<file path="src/rtl/simon_pkg.sv">
// simon_pkg: shared state encoding and constants for tile sequence playback
package simon_pkg;
  typedef enum logic [2:0] {IDLE, DRAW, HOLD, ERASE, GAP, NEXT, DONE} state_t;
  localparam int TILE_SIZE = 8;
  localparam logic [3:0] MAX_LEVEL = 4'd9;
  localparam logic [2:0] COLOUR_BLACK = 3'b000;
endpackage

</file>
<file path="src/rtl/delay_timer.sv">
// delay_timer: loadable down-counter whose expired flag marks the last cycle of a delay
module delay_timer #(
  parameter int MAX_CYCLES = 2,
  parameter int W = (MAX_CYCLES > 1) ? $clog2(MAX_CYCLES) : 1
) (
  input  logic         clock,
  input  logic         resetn,
  input  logic         load,
  input  logic [W-1:0] tc,
  output logic         expired
);
  logic [W-1:0] cnt;
  always_ff @(posedge clock or negedge resetn)
    if (!resetn) cnt <= '0;
    else if (load) cnt <= tc;
    else if (cnt != '0) cnt <= cnt - 1'b1;
  assign expired = cnt == '0;
endmodule

</file>
<file path="src/rtl/seq_playback_ctrl.sv">
// seq_playback_ctrl: plays a tile sequence by drawing, holding, erasing and gapping each tile
module seq_playback_ctrl
  import simon_pkg::*;
#(
  parameter int TILE_SIZE   = 8,
  parameter int HOLD_CYCLES = 25000000,
  parameter int GAP_CYCLES  = 12500000
) (
  input  logic       clock,
  input  logic       resetn,
  input  logic       start,
  input  logic       abort,
  input  logic [3:0] level,
  input  logic [7:0] tile_x,
  input  logic [7:0] tile_y,
  input  logic [2:0] tile_colour,
  output logic [5:0] lut_counter,
  output logic       lut_load_random,
  output logic [7:0] vga_x,
  output logic [7:0] vga_y,
  output logic [2:0] vga_colour,
  output logic       plot,
  output logic       busy,
  output logic       done
);
  localparam int MAXC = (HOLD_CYCLES > GAP_CYCLES) ? HOLD_CYCLES : GAP_CYCLES;
  localparam int TW = (MAXC > 1) ? $clog2(MAXC) : 1;
  localparam logic [5:0] PIX_LAST = 6'(TILE_SIZE * TILE_SIZE - 1);
  // timer is loaded with N-1 so its state lasts exactly N cycles
  localparam logic [TW-1:0] HOLD_TC = TW'((HOLD_CYCLES > 0) ? HOLD_CYCLES - 1 : 0);
  localparam logic [TW-1:0] GAP_TC = TW'((GAP_CYCLES > 0) ? GAP_CYCLES - 1 : 0);
  state_t state, nxt;
  logic [5:0] pix, cnt;
  logic [3:0] lvl;
  logic [TW-1:0] tc;
  logic load, expired, pixel, last_pix;
  delay_timer #(.MAX_CYCLES(MAXC), .W(TW)) u_timer (
    .clock(clock), .resetn(resetn), .load(load), .tc(tc), .expired(expired)
  );
  assign pixel = state == DRAW || state == ERASE;
  assign last_pix = pix == PIX_LAST;
  always_ff @(posedge clock or negedge resetn)
    if (!resetn) begin
      state <= IDLE;
      pix <= '0;
      cnt <= '0;
      lvl <= '0;
    end else begin
      state <= nxt;
      pix <= (pixel && !abort) ? pix + 6'd1 : 6'd0;
      if (state == IDLE && start) lvl <= (level > MAX_LEVEL) ? MAX_LEVEL : level;
      cnt <= (state == NEXT && nxt == DRAW) ? cnt + 6'd1 : (nxt == IDLE) ? 6'd0 : cnt;
    end
  always_comb begin
    nxt = state;
    load = 1'b0;
    tc = HOLD_TC;
    case (state)
      IDLE: if (start) nxt = (level == 4'd0) ? DONE : DRAW;
      DRAW: if (last_pix) begin
        nxt = (HOLD_CYCLES == 0) ? ERASE : HOLD;
        load = 1'b1;
      end
      HOLD: if (expired) nxt = ERASE;
      ERASE: if (last_pix) begin
        nxt = (GAP_CYCLES == 0) ? NEXT : GAP;
        load = 1'b1;
        tc = GAP_TC;
      end
      GAP: if (expired) nxt = NEXT;
      NEXT: nxt = (cnt == {2'b00, lvl - 4'd1}) ? DONE : DRAW;
      DONE: nxt = IDLE;
      default: nxt = IDLE;
    endcase
    if (abort && state != IDLE) nxt = IDLE;
  end
  assign busy = state != IDLE;
  assign lut_load_random = busy;
  assign plot = pixel && !abort;
  assign done = state == DONE && !abort;
  assign lut_counter = abort ? 6'd0 : cnt;
  assign vga_x = pixel ? tile_x + {5'b0, pix[2:0]} : 8'd0;
  assign vga_y = pixel ? tile_y + {5'b0, pix[5:3]} : 8'd0;
  assign vga_colour = (state == DRAW) ? tile_colour : COLOUR_BLACK;
endmodule

</file>
<file path="config.mk">
export PLATFORM = sky130hd
export DESIGN_NAME = seq_playback_ctrl
export DESIGN_NICKNAME = d
export VERILOG_FILES = /design/src/rtl/simon_pkg.sv /design/src/rtl/delay_timer.sv /design/src/rtl/seq_playback_ctrl.sv
export SDC_FILE = /design/constraint.sdc
export NUM_CORES = 1
export LEC_CHECK = 0
export CORE_ASPECT_RATIO = 1.4
export CORE_UTILIZATION = 30
export CTS_BUF_LIST = sky130_fd_sc_hd__clkbuf_8
export CTS_CLUSTER_DIAMETER = 80
export DETAILED_ROUTE_END_ITERATION = 7
export SLEW_MARGIN = 20
export SYNTH_ARGS = -nofsm -noshare
export SYNTH_HDL_FRONTEND = slang
export SYNTH_HIERARCHICAL = 1
export SYNTH_SLANG_ARGS = --single-unit
</file>
<file path="constraint.sdc">
create_clock -name clock -period 7.3 [get_ports clock]
set_input_delay 1.095 -clock clock [delete_from_list [all_inputs] [get_ports clock]]
set_output_delay 1.095 -clock clock [all_outputs]
set_load 0.02 [all_outputs]
</file>
==> out/qor.csv <==
metric,value,unit
crit_required,6.20,ns
muxShareOfSynthArea,0.01372,
synthTopCellsByCount,"44 x dfrtp_1, 35 x nand2_1, 27 x nor2_1",
start_util,0.3116,
min_period,4.483,ns
cts_resized,0,
drtIter0Drc,77,
synth_ff_type,dfrtp_1,
die_w,87.94,µm
grt_pass1_vias,2567,
cp_slowest_cell,clkdlybuf4s50_1,
synth_top_family_by_area,simple AND/OR/NAND/NOR gates,
p_clk_frac,0.203,
core_area,0.009953,mm²
routabilityCongestion,0.7195,
ios,56,
wl,7221,µm
p_sw_frac,0.3824,
vdd.ir_drop.worst,0.1700,mV
insertedDiodeCount,0,
critPathMaxStageDelay,0.62,ns
syn_to_final_growth,25.45,%
syn_inst,349,
cts-root-buf,clkbuf_8,
yosys.area.top_type,dfrtp_1,
vias,2679,
fmax,0.2231,GHz
synthArstFlopShare,1.000,
rsz0062_at_grt,no,
hold_path_class,flip-flop to flip-flop,
rows,43,
pwr-share-comb,0.416,
drv_cap,0,
clkSinkCount,44,
nets,453,
finalHoldViolCount,0,
utilization,0.3909,
place_inst,541,
die_y,122.3,µm
synth_area_leaders,"dfrtp_1 35%, xnor2_1 7.1%, ha_1 4.4%",
drive_gt1_frac,0.06763,
syn_area,0.003102,mm²
grt_use_total,0.1430,
hold_buffers,0,
cts_made_buffers,5,
p_sw,291.0,µW
synth.distinct_cells,60,
clk_pin_slew,0.09,ns
grt-ovfl-total,0,
antenna_left,0,
synthAdderAreaFrac,0.05728,
worst_pin_slew,0.8642,ns
dieArea,0.01076,mm²
skew,0.01323,ns
synth_edf_count,0,
ys_ff_latch,44,
yosys.area.top_type_share,0.3550,
antenna_found_initial,0,
setup_tns,0,ns
place_hpwl,5415,µm
synth-xor-area-share,0.1117,
ys_warn_count,6,
critPathCaptureType,output port,
grt_start_max_net_pins,45,
clkLatencyLatePin,0.31,ns
synth-simple-area-share,0.2638,
numPortBuffers,55,
seqPwrFrac,0.381,
crit_chain,"clkdlybuf4s50_1, ha_1, inv_1, fa_1, nor2b_1, o2111ai_1, xor2_1, nor2_1, clkdlybuf4s50_1",
power.leakage,1.481,nW
post-cts-setup-buffers,0,
setup_violations,0,
arrival,3.39,ns
grt_pass1_wl,12000,µm
cts_buffer_depth,2,
max-slew-margin-rel,0.4157,
drc,0,
detail_route.wl_per_cell,13.15,µm
avgSynthCellArea,8.887,µm²
ys_seq_area_frac,0.3550,
worstSetupPathType,input pin to output port,
avgViaCountPerCell,4.880,
synth.most_common_cell,dfrtp_1,
crit_path_start_kind,input pin,
p_int,469.8,µW
firstDrtPassIters,4,
power_density,195.5,mW/mm²
synth_compound_area_frac,0.1513,
status,finished clean,
drv_slew,0,
cts_max_level,2,
fin_cells,549,
period_share,0.6141,
cp_max_fo,3,
cts_tree,done,
path_common_cell,clkdlybuf4s50_1,
## layout make-up
| cell class | count | area (µm²) |
|---|---|---|
| inverters | 17 | 63.81 |
| flip-flops and latches | 44 | 1101 |
| fillers | 1023 | 6062 |
| well taps | 135 | 168.9 |
| clock buffers | 5 | 68.82 |
| clock inverters | 3 | 18.77 |
| repair buffers | 56 | 555.5 |
| multi-input cells | 289 | 1914 |
## critical path: cells and delay by family
| kind | cells | cell delay [ns] |
|---|---|---|
| simple gates | 2 | 0.32 |
| xor+xnor | 1 | 0.16 |
| buf+inv | 3 | 1.13 |
| fa+ha+maj | 2 | 0.53 |
| compound gates | 1 | 0.15 |
## power groups by stage
stage	Clock, mW	Combinational (mW)	Sequential (mW)
after floorplan	0	0.210	0.277
after global placement	0	0.320	0.294
after detailed placement	0	0.320	0.295
after CTS	0.162	0.322	0.290
after global routing	0.173	0.344	0.293
final	0.155	0.317	0.290
## worst paths after layout
kind / slack (ns) / endpoint / start / cells past startpoint
hold / removal: 0.53 / pix[0]$_DFF_PN0_ / pix[0]$_DFF_PN0_ / 1
setup / recovery: 2.82 / vga_x[6] / tile_x[0] / 9
setup reg to reg: 4.57 / cnt[0]$_DFFE_PN0P_ / u_timer/cnt[13]$_DFFE_PN0P_ / 7
min in group asynchronous: 0.77 / u_timer/cnt[1]$_DFFE_PN0P_ / resetn / 1
max in group asynchronous: 6.12 / state[0]$_DFF_PN0_ / resetn / 1
hold reg to reg: 0.53 / pix[0]$_DFF_PN0_ / pix[0]$_DFF_PN0_ / 1
## registers in the layout, summed over array words and instances, names as in the netlist
signal / flops
u_timer/cnt: 25
cnt: 6
pix: 6
lvl: 4
state: 3
## routing by layer
layer / vias up / global-route usage / share of wire
li1: 1346 / - / -
met1: 1290 / 0.1618 / 0.41
met2: 32 / 0.2636 / 0.55
met3: 11 / 0.02623 / 0.023
met4: 0 / 0.04918 / 0.018
met5: - / 0 / 0
## stage by stage
step / hold WS, ns / setup WS (ns) / power, mW / instance area (µm²)
after floorplan: 0.4655 / 3.819 / 0.4868 / 3154
after global placement: 0.5227 / 2.848 / 0.6138 / 3801
after detailed placement: 0.5271 / 2.832 / 0.6149 / 3801
after CTS: 0.5464 / 2.829 / 0.7732 / 3889
after global routing: 0.5740 / 2.704 / 0.8100 / 3891
final: 0.5322 / 2.817 / 0.7608 / 3891
## placed cells by master, fill, tap and decap left out, drive strengths merged, types with 2 or more instances in the layout
master | Yosys | routed
a31oi | 3 | 3
o211ai | 2 | 2
xnor2 | 25 | 25
nor2b | 12 | 12
a211oi | 2 | 2
fa | 2 | 2
o21a | 3 | 3
clkbuf | 7 | 5
or4 | 5 | 5
clkinv | 0 | 3
o2111ai | 3 | 3
and2 | 4 | 4
a22o | 2 | 2
ha | 11 | 11
a21o | 3 | 3
nor2 | 27 | 27
and3 | 6 | 6
mux2 | 2 | 2
o31ai | 11 | 11
o21ai | 22 | 22
nand4 | 6 | 6
nor4 | 12 | 12
nand3 | 10 | 10
a21oi | 9 | 9
o31a | 3 | 3
or3 | 5 | 5
inv | 17 | 17
or2 | 2 | 2
mux2i | 2 | 2
nand2 | 35 | 35
clkdlybuf4s50 | 0 | 54
dfrtp | 44 | 44
conb | 2 | 16
buf | 6 | 2
nor3 | 16 | 16
xor2 | 12 | 12
nand2b | 5 | 5
## kinds of logic after synthesis
kind of cell    count (synthesis)
flops                          44
simple gates                  148
compound gates                 70
mux                             4
fa+ha+maj                      13
xor+xnor                       38
other cells                     2
buf+inv                        30
No activity file was read; power rests on OpenSTA's default activity.
